`src/rtl/store_monitor.sv`:
```
// store_monitor: watches the single-cycle MIPS data-memory write port.
//
// Every store (memwrite high) is pushed as {dataadr, writedata} into an in-order
// FIFO drained over a valid/ready handshake. Two programmable (address, data)
// store signatures set sticky hit flags, and done rises once both have been seen.
//
// Optional feature macro: STORE_MON_COUNT_EN
//   defined     -> store_count counts every store (dropped ones included),
//                  saturating at 16'hFFFF
//   not defined -> store_count is tied to 0 and no counter is built
//
// Ports:
//   clk          system clock, all state on rising edge
//   reset        synchronous active-high reset
//   memwrite     store strobe from CPU
//   dataadr      store byte address
//   writedata    store data
//   out_valid    FIFO head available
//   out_ready    consumer accepts head this cycle
//   out_addr     head address (0 when empty)
//   out_data     head data (0 when empty)
//   level        FIFO occupancy, 0..DEPTH
//   overflow     sticky, a store was dropped on a full FIFO
//   hit0, hit1   sticky signature hits
//   done         sticky, both hits seen (one edge after the later hit)
//   store_count  total stores observed
module store_monitor #(
  parameter int unsigned DEPTH       = 8,
  parameter logic [31:0] MATCH0_ADDR = 32'd84,
  parameter logic [31:0] MATCH0_DATA = 32'h0000_9504,
  parameter logic [31:0] MATCH1_ADDR = 32'd88,
  parameter logic [31:0] MATCH1_DATA = 32'h0000_0000
) (
  input  logic                       clk,
  input  logic                       reset,
  input  logic                       memwrite,
  input  logic [31:0]                dataadr,
  input  logic [31:0]                writedata,
  output logic                       out_valid,
  input  logic                       out_ready,
  output logic [31:0]                out_addr,
  output logic [31:0]                out_data,
  output logic [$clog2(DEPTH):0]     level,
  output logic                       overflow,
  output logic                       hit0,
  output logic                       hit1,
  output logic                       done,
  output logic [15:0]                store_count
);

  localparam int unsigned PtrW = $clog2(DEPTH);
  localparam int unsigned LvlW = PtrW + 1;
  localparam logic [LvlW-1:0] LvlFull = LvlW'(DEPTH);

  logic [31:0]     addr_mem [DEPTH];
  logic [31:0]     data_mem [DEPTH];
  logic [PtrW-1:0] wr_ptr_q, wr_ptr_d;
  logic [PtrW-1:0] rd_ptr_q, rd_ptr_d;
  logic [LvlW-1:0] count_q, count_d;
  logic            overflow_q, overflow_d;
  logic            hit0_q, hit0_d;
  logic            hit1_q, hit1_d;
  logic            done_q, done_d;

  logic full, pop, push, match0, match1;

  assign full   = (count_q == LvlFull);
  assign pop    = out_valid && out_ready;
  // A full FIFO still accepts a store when the head leaves on the same edge.
  assign push   = memwrite && (!full || pop);
  // Signatures compare raw inputs so that dropped stores can still hit.
  assign match0 = memwrite && (dataadr == MATCH0_ADDR) && (writedata == MATCH0_DATA);
  assign match1 = memwrite && (dataadr == MATCH1_ADDR) && (writedata == MATCH1_DATA);

  always_comb begin
    wr_ptr_d   = wr_ptr_q;
    rd_ptr_d   = rd_ptr_q;
    count_d    = count_q;
    overflow_d = overflow_q;
    hit0_d     = hit0_q || match0;
    hit1_d     = hit1_q || match1;
    done_d     = done_q || (hit0_q && hit1_q);
    if (push) begin
      wr_ptr_d = wr_ptr_q + PtrW'(1);
    end
    if (pop) begin
      rd_ptr_d = rd_ptr_q + PtrW'(1);
    end
    if (push && !pop) begin
      count_d = count_q + LvlW'(1);
    end else if (pop && !push) begin
      count_d = count_q - LvlW'(1);
    end
    if (memwrite && full && !pop) begin
      overflow_d = 1'b1;
    end
  end

  always_ff @(posedge clk) begin
    if (reset) begin
      wr_ptr_q   <= '0;
      rd_ptr_q   <= '0;
      count_q    <= '0;
      overflow_q <= 1'b0;
      hit0_q     <= 1'b0;
      hit1_q     <= 1'b0;
      done_q     <= 1'b0;
    end else begin
      wr_ptr_q   <= wr_ptr_d;
      rd_ptr_q   <= rd_ptr_d;
      count_q    <= count_d;
      overflow_q <= overflow_d;
      hit0_q     <= hit0_d;
      hit1_q     <= hit1_d;
      done_q     <= done_d;
    end
  end

  // Storage needs no reset: the outputs are masked while the FIFO is empty.
  always_ff @(posedge clk) begin
    if (!reset && push) begin
      addr_mem[wr_ptr_q] <= dataadr;
      data_mem[wr_ptr_q] <= writedata;
    end
  end

  always_comb begin
    out_valid = (count_q != '0);
    out_addr  = out_valid ? addr_mem[rd_ptr_q] : 32'd0;
    out_data  = out_valid ? data_mem[rd_ptr_q] : 32'd0;
  end

  assign level    = count_q;
  assign overflow = overflow_q;
  assign hit0     = hit0_q;
  assign hit1     = hit1_q;
  assign done     = done_q;

`ifdef STORE_MON_COUNT_EN
  logic [15:0] store_count_q, store_count_d;

  always_comb begin
    store_count_d = store_count_q;
    if (memwrite && (store_count_q != 16'hFFFF)) begin
      store_count_d = store_count_q + 16'd1;
    end
  end

  always_ff @(posedge clk) begin
    if (reset) begin
      store_count_q <= 16'd0;
    end else begin
      store_count_q <= store_count_d;
    end
  end

  assign store_count = store_count_q;
`else
  assign store_count = 16'd0;
`endif

endmodule

```
`config.mk`:
```
export PLATFORM = sky130hd
export DESIGN_NAME = store_monitor
export DESIGN_NICKNAME = d
export VERILOG_FILES = /design/src/rtl/store_monitor.sv
export SDC_FILE = /design/constraint.sdc
export NUM_CORES = 1
export LEC_CHECK = 0
export BUFFER_PORTS_ARGS = -buffer_cell sky130_fd_sc_hd__clkbuf_2
export CAP_MARGIN = 0
export CORE_MARGIN = 2
export CORE_UTILIZATION = 60
export DETAILED_ROUTE_END_ITERATION = 8
export PLACE_DENSITY = 0.82
export SLEW_MARGIN = 0
export SYNTH_ARGS = -nofsm -noshare
export SYNTH_HDL_FRONTEND = slang
export SYNTH_SLANG_ARGS = --single-unit
```
`constraint.sdc`:
```
create_clock -name clk -period 11.3 [get_ports clk]
set_input_delay 2.26 -clock clk [delete_from_list [all_inputs] [get_ports clk]]
set_output_delay 2.26 -clock clk [all_outputs]
set_load 0.02 [all_outputs]
```
==> impl_metrics.py <==
metrics = {
    "timing": {
        "tns_ns": 0,
        "hold_ws_ns": 0.489,
        "period_minus_slack_ns": 5.70,
        "finalSetupViolCount": 0,
        "slew_headroom": 0.236,
        "rsz0062_at_grt": "no",
        "slew_violations": 0,
        "worst_slack_ns": 5.60,
        "max_freq_ghz": 0.175,
        "hold_violations": 0,
        "tightest_slew_ns": 1.15,
        "skew_ns": 0.0185,
        "timing.final.crit_share": 0.505,
    },
    "critical_path": {
        "crit_path_top_delay_cell": "dfxtp_4",
        "worstSetupPathType": "flop to output pin",
        "crit_buf_inv": 2,
        "start_kind": "flop",
        "max_stage_delay_ns": 0.95,
        "r2r_setup_slack_ns": 6.90,
        "cp.required_ns": 9.04,
        "worstSetupEndpointType": "output pin",
        "path_max_fanout": 69,
        "critical_path_arrival_ns": 3.44,
        "cp_cell_sequence": "buf_4, mux4_2, mux2i_1, nor2_1, clkbuf_2",
        "cp_top_family": "buffers and inverters",
    },
    "routing": {
        "via_per_inst": 6.26,
        "drc": 0,
        "drt_wl_total_mm": 42.4,
        "dr_total_vias": 9942,
        "wl_per_cell_um": 26.7,
        "drt_iter0_drc": 1205,
        "dr.pass1.iters": 5,
        "ant_nets": 0,
    },
    "die": {
        "die_w_um": 188,
        "start_util": 0.609,
        "die_h_um": 188,
        "placement_rows": 67,
        "ios": 157,
        "die_area_um2": 35500,
        "core_area_um2": 33500,
    },
    "final_layout": {
        "drive_gt1_frac": 0.332,
        "layout.nets": 1179,
        "n_fill_cell": 1974,
        "multi_input_area_um2": 4480,
        "fin_util": 0.693,
        "seqCellArea_um2": 15700,
        "synthToLayoutAreaGrowth_pct": 13.9,
    },
    "global_routing": {
        "track_usage": 0.244,
        "overflow": 0,
        "grt_pass1_vias": 10300,
        "grt_pass1_wl_mm": 63.4,
        "antenna_found_initial": 3,
        "grt_max_degree": 91,
    },
    "synth": {
        "synth_area_leaders": "edfxtp_1, mux4_2, mux2i_1",
        "synth_cell_types": 35,
        "synth_area_leader_cell": "edfxtp_1",
        "seq_area_frac_synth": 0.770,
        "ys_async_sr_fraction": 0,
        "synthCells": 942,
        "synth_top_cell_area_share": 0.753,
        "ys.flop_type": "edfxtp_1",
        "synth_area_um2": 20400,
        "synth_edf_count": 512,
        "syn_area_per_cell_um2": 21.7,
        "synth-seq-cells": 529,
        "ys_warn_count": 0,
    },
    "clock_network": {
        "post_cts.repair.setup_buffers": 0,
        "ctsResizeCount": 0,
        "cts_buffer_depth": 3,
        "htreeDepth": 2,
        "clockRootBuffer": "clkbuf_16",
        "clk_pin_slew_ns": 0.07,
        "cts_tree": "built",
        "cts_buffers": 50,
        "clk_latency_ns": 0.57,
        "cts_hold_buffers": 0,
        "clock-sinks": 529,
    },
    "placed_design": {
        "gp_congestion": 0.759,
        "preCtsSetupSlack_ns": 6.18,
        "dp_hpwl_mm": 23.1,
        "port_buffers": 140,
    },
    "status": {
        "status": "finished, final reports clean",
    },
    "power_and_ir_drop": {
        "pwr_density_cell_nw_per_um2": 222,
        "irDropWorstVdd_mv": 0.175,
        "p_leak_uw": 0.00743,
    },
    "flow_run": {
        "drv_cap": 0,
    },
    "min_path": {
        "worstHoldPathType": "flop to flop",
    },
}
==> where the power goes <==
group          internal, uW  switching [uW]  leakage, uW
Combinational           525             688      0.00187
Sequential             2200            86.5      0.00477
Clock                   973             692     0.000795
Total                  3700            1470      0.00743
==> metal layers <==
| layer | up-vias | track usage | wire length [um] |
|---|---|---|---|
| met3 | 97 | 0.0454 | 3480 |
| li1 | 4180 | - | - |
| met5 | - | 0 | 14 |
| met2 | 497 | 0.390 | 20800 |
| met1 | 5166 | 0.338 | 16500 |
| met4 | 2 | 0.101 | 1600 |
==> state kept, by name (all words and copies together), names as in the netlist, 3 cells and up, named ones only <==
| name | flops |
|---|---|
| data_mem | 256 |
| addr_mem | 256 |
| level | 4 |
| rd_ptr_q | 3 |
| wr_ptr_q | 3 |
==> cell families (layout without fill, tap and decap cells) <==
family / after synthesis / in the layout / share of synthesized area
compound gates: 12 / 12 / 0.00380
xor+xnor: 5 / 5 / 0.00215
fa+ha+maj: 6 / 6 / 0.00405
buf+inv: 66 / 248 / 0.0164
flops: 529 / 529 / 0.770
mux: 195 / 195 / 0.174
other cells: 1 / 18 / 0.000184
simple gates: 128 / 128 / 0.0293
==> path summary, 6_finish.rpt <==
check | from | endpoint | depth (start not counted)
setup reg to reg | level[1] | level[3] | 12
hold / removal | rd_ptr_q[1] | flop | 2
setup / recovery | flop | out_addr[16] | 5
hold reg to reg | rd_ptr_q[1] | flop | 2
==> cell usage in the layout (no fill, tap or decap), types with 2 or more instances in the layout <==
master	netlist	final
a21oi_1	7	7
nand2_1	8	8
nor2_4	0	5
ha_1	5	5
buf_4	18	16
nor3_2	0	2
xor2_1	4	4
bufinv_16	0	6
conb_1	1	16
edfxtp_1	512	512
nand4_1	3	3
clkbuf_8	0	2
diode_2	0	2
dfxtp_4	0	3
nor4_1	13	11
clkinv_1	0	4
dfxtp_1	17	14
clkbuf_2	0	140
clkbuf_16	0	51
nand3_1	4	4
inv_6	0	2
clkinv_2	0	11
inv_1	5	5
clkbuf_1	13	7
nor3_1	4	2
mux4_2	128	128
nor4b_2	3	3
nand2b_1	3	3
nor2_1	84	79
clkinvlp_4	0	3
nor4_2	0	2
mux2i_1	66	66
==> Yosys cell counts, types with 3 or more instances <==
cell / n
nand2b_1: 3
clkbuf_1: 13
ha_1: 5
nor3_1: 4
nand3_1: 4
nor4_1: 13
nand2_1: 8
mux2i_1: 66
inv_1: 5
mux4_2: 128
edfxtp_1: 512
buf_4: 18
buf_1: 14
buf_2: 16
nand4_1: 3
xor2_1: 4
nor2_1: 84
nor4b_2: 3
a21oi_1: 7
dfxtp_1: 17
==> final cells by class <==
class                      count  area share
clock buffer                  60      0.0572
timing repair buffer         157      0.0362
inverter                       5    0.000807
sequential                   529       0.676
multi-input combinational    362       0.193
antenna                        2    0.000215
tap                          448      0.0241
clock inverter                26      0.0125
==> through the flow <==
stage          total power (uW)  cell area (um2)  instances
3_5_place_dp               3550            21600       1501
6_report                   5170            23200       1589
3_3_place_gp               3530            21600       1501
5_1_grt                    5350            23200       1589
2_1_floorplan              3190            20500        957
4_1_cts                    5200            23200       1587
==> worst min-delay path, delay by kind of cell (launching register included) <==
family / cells / cell delay, ns
DFF: 1 / 0.32
AOI/OAI and AO/OA: 1 / 0.07
and+or+nand+nor: 1 / 0.06
No activity file was read; power rests on OpenSTA's default activity.
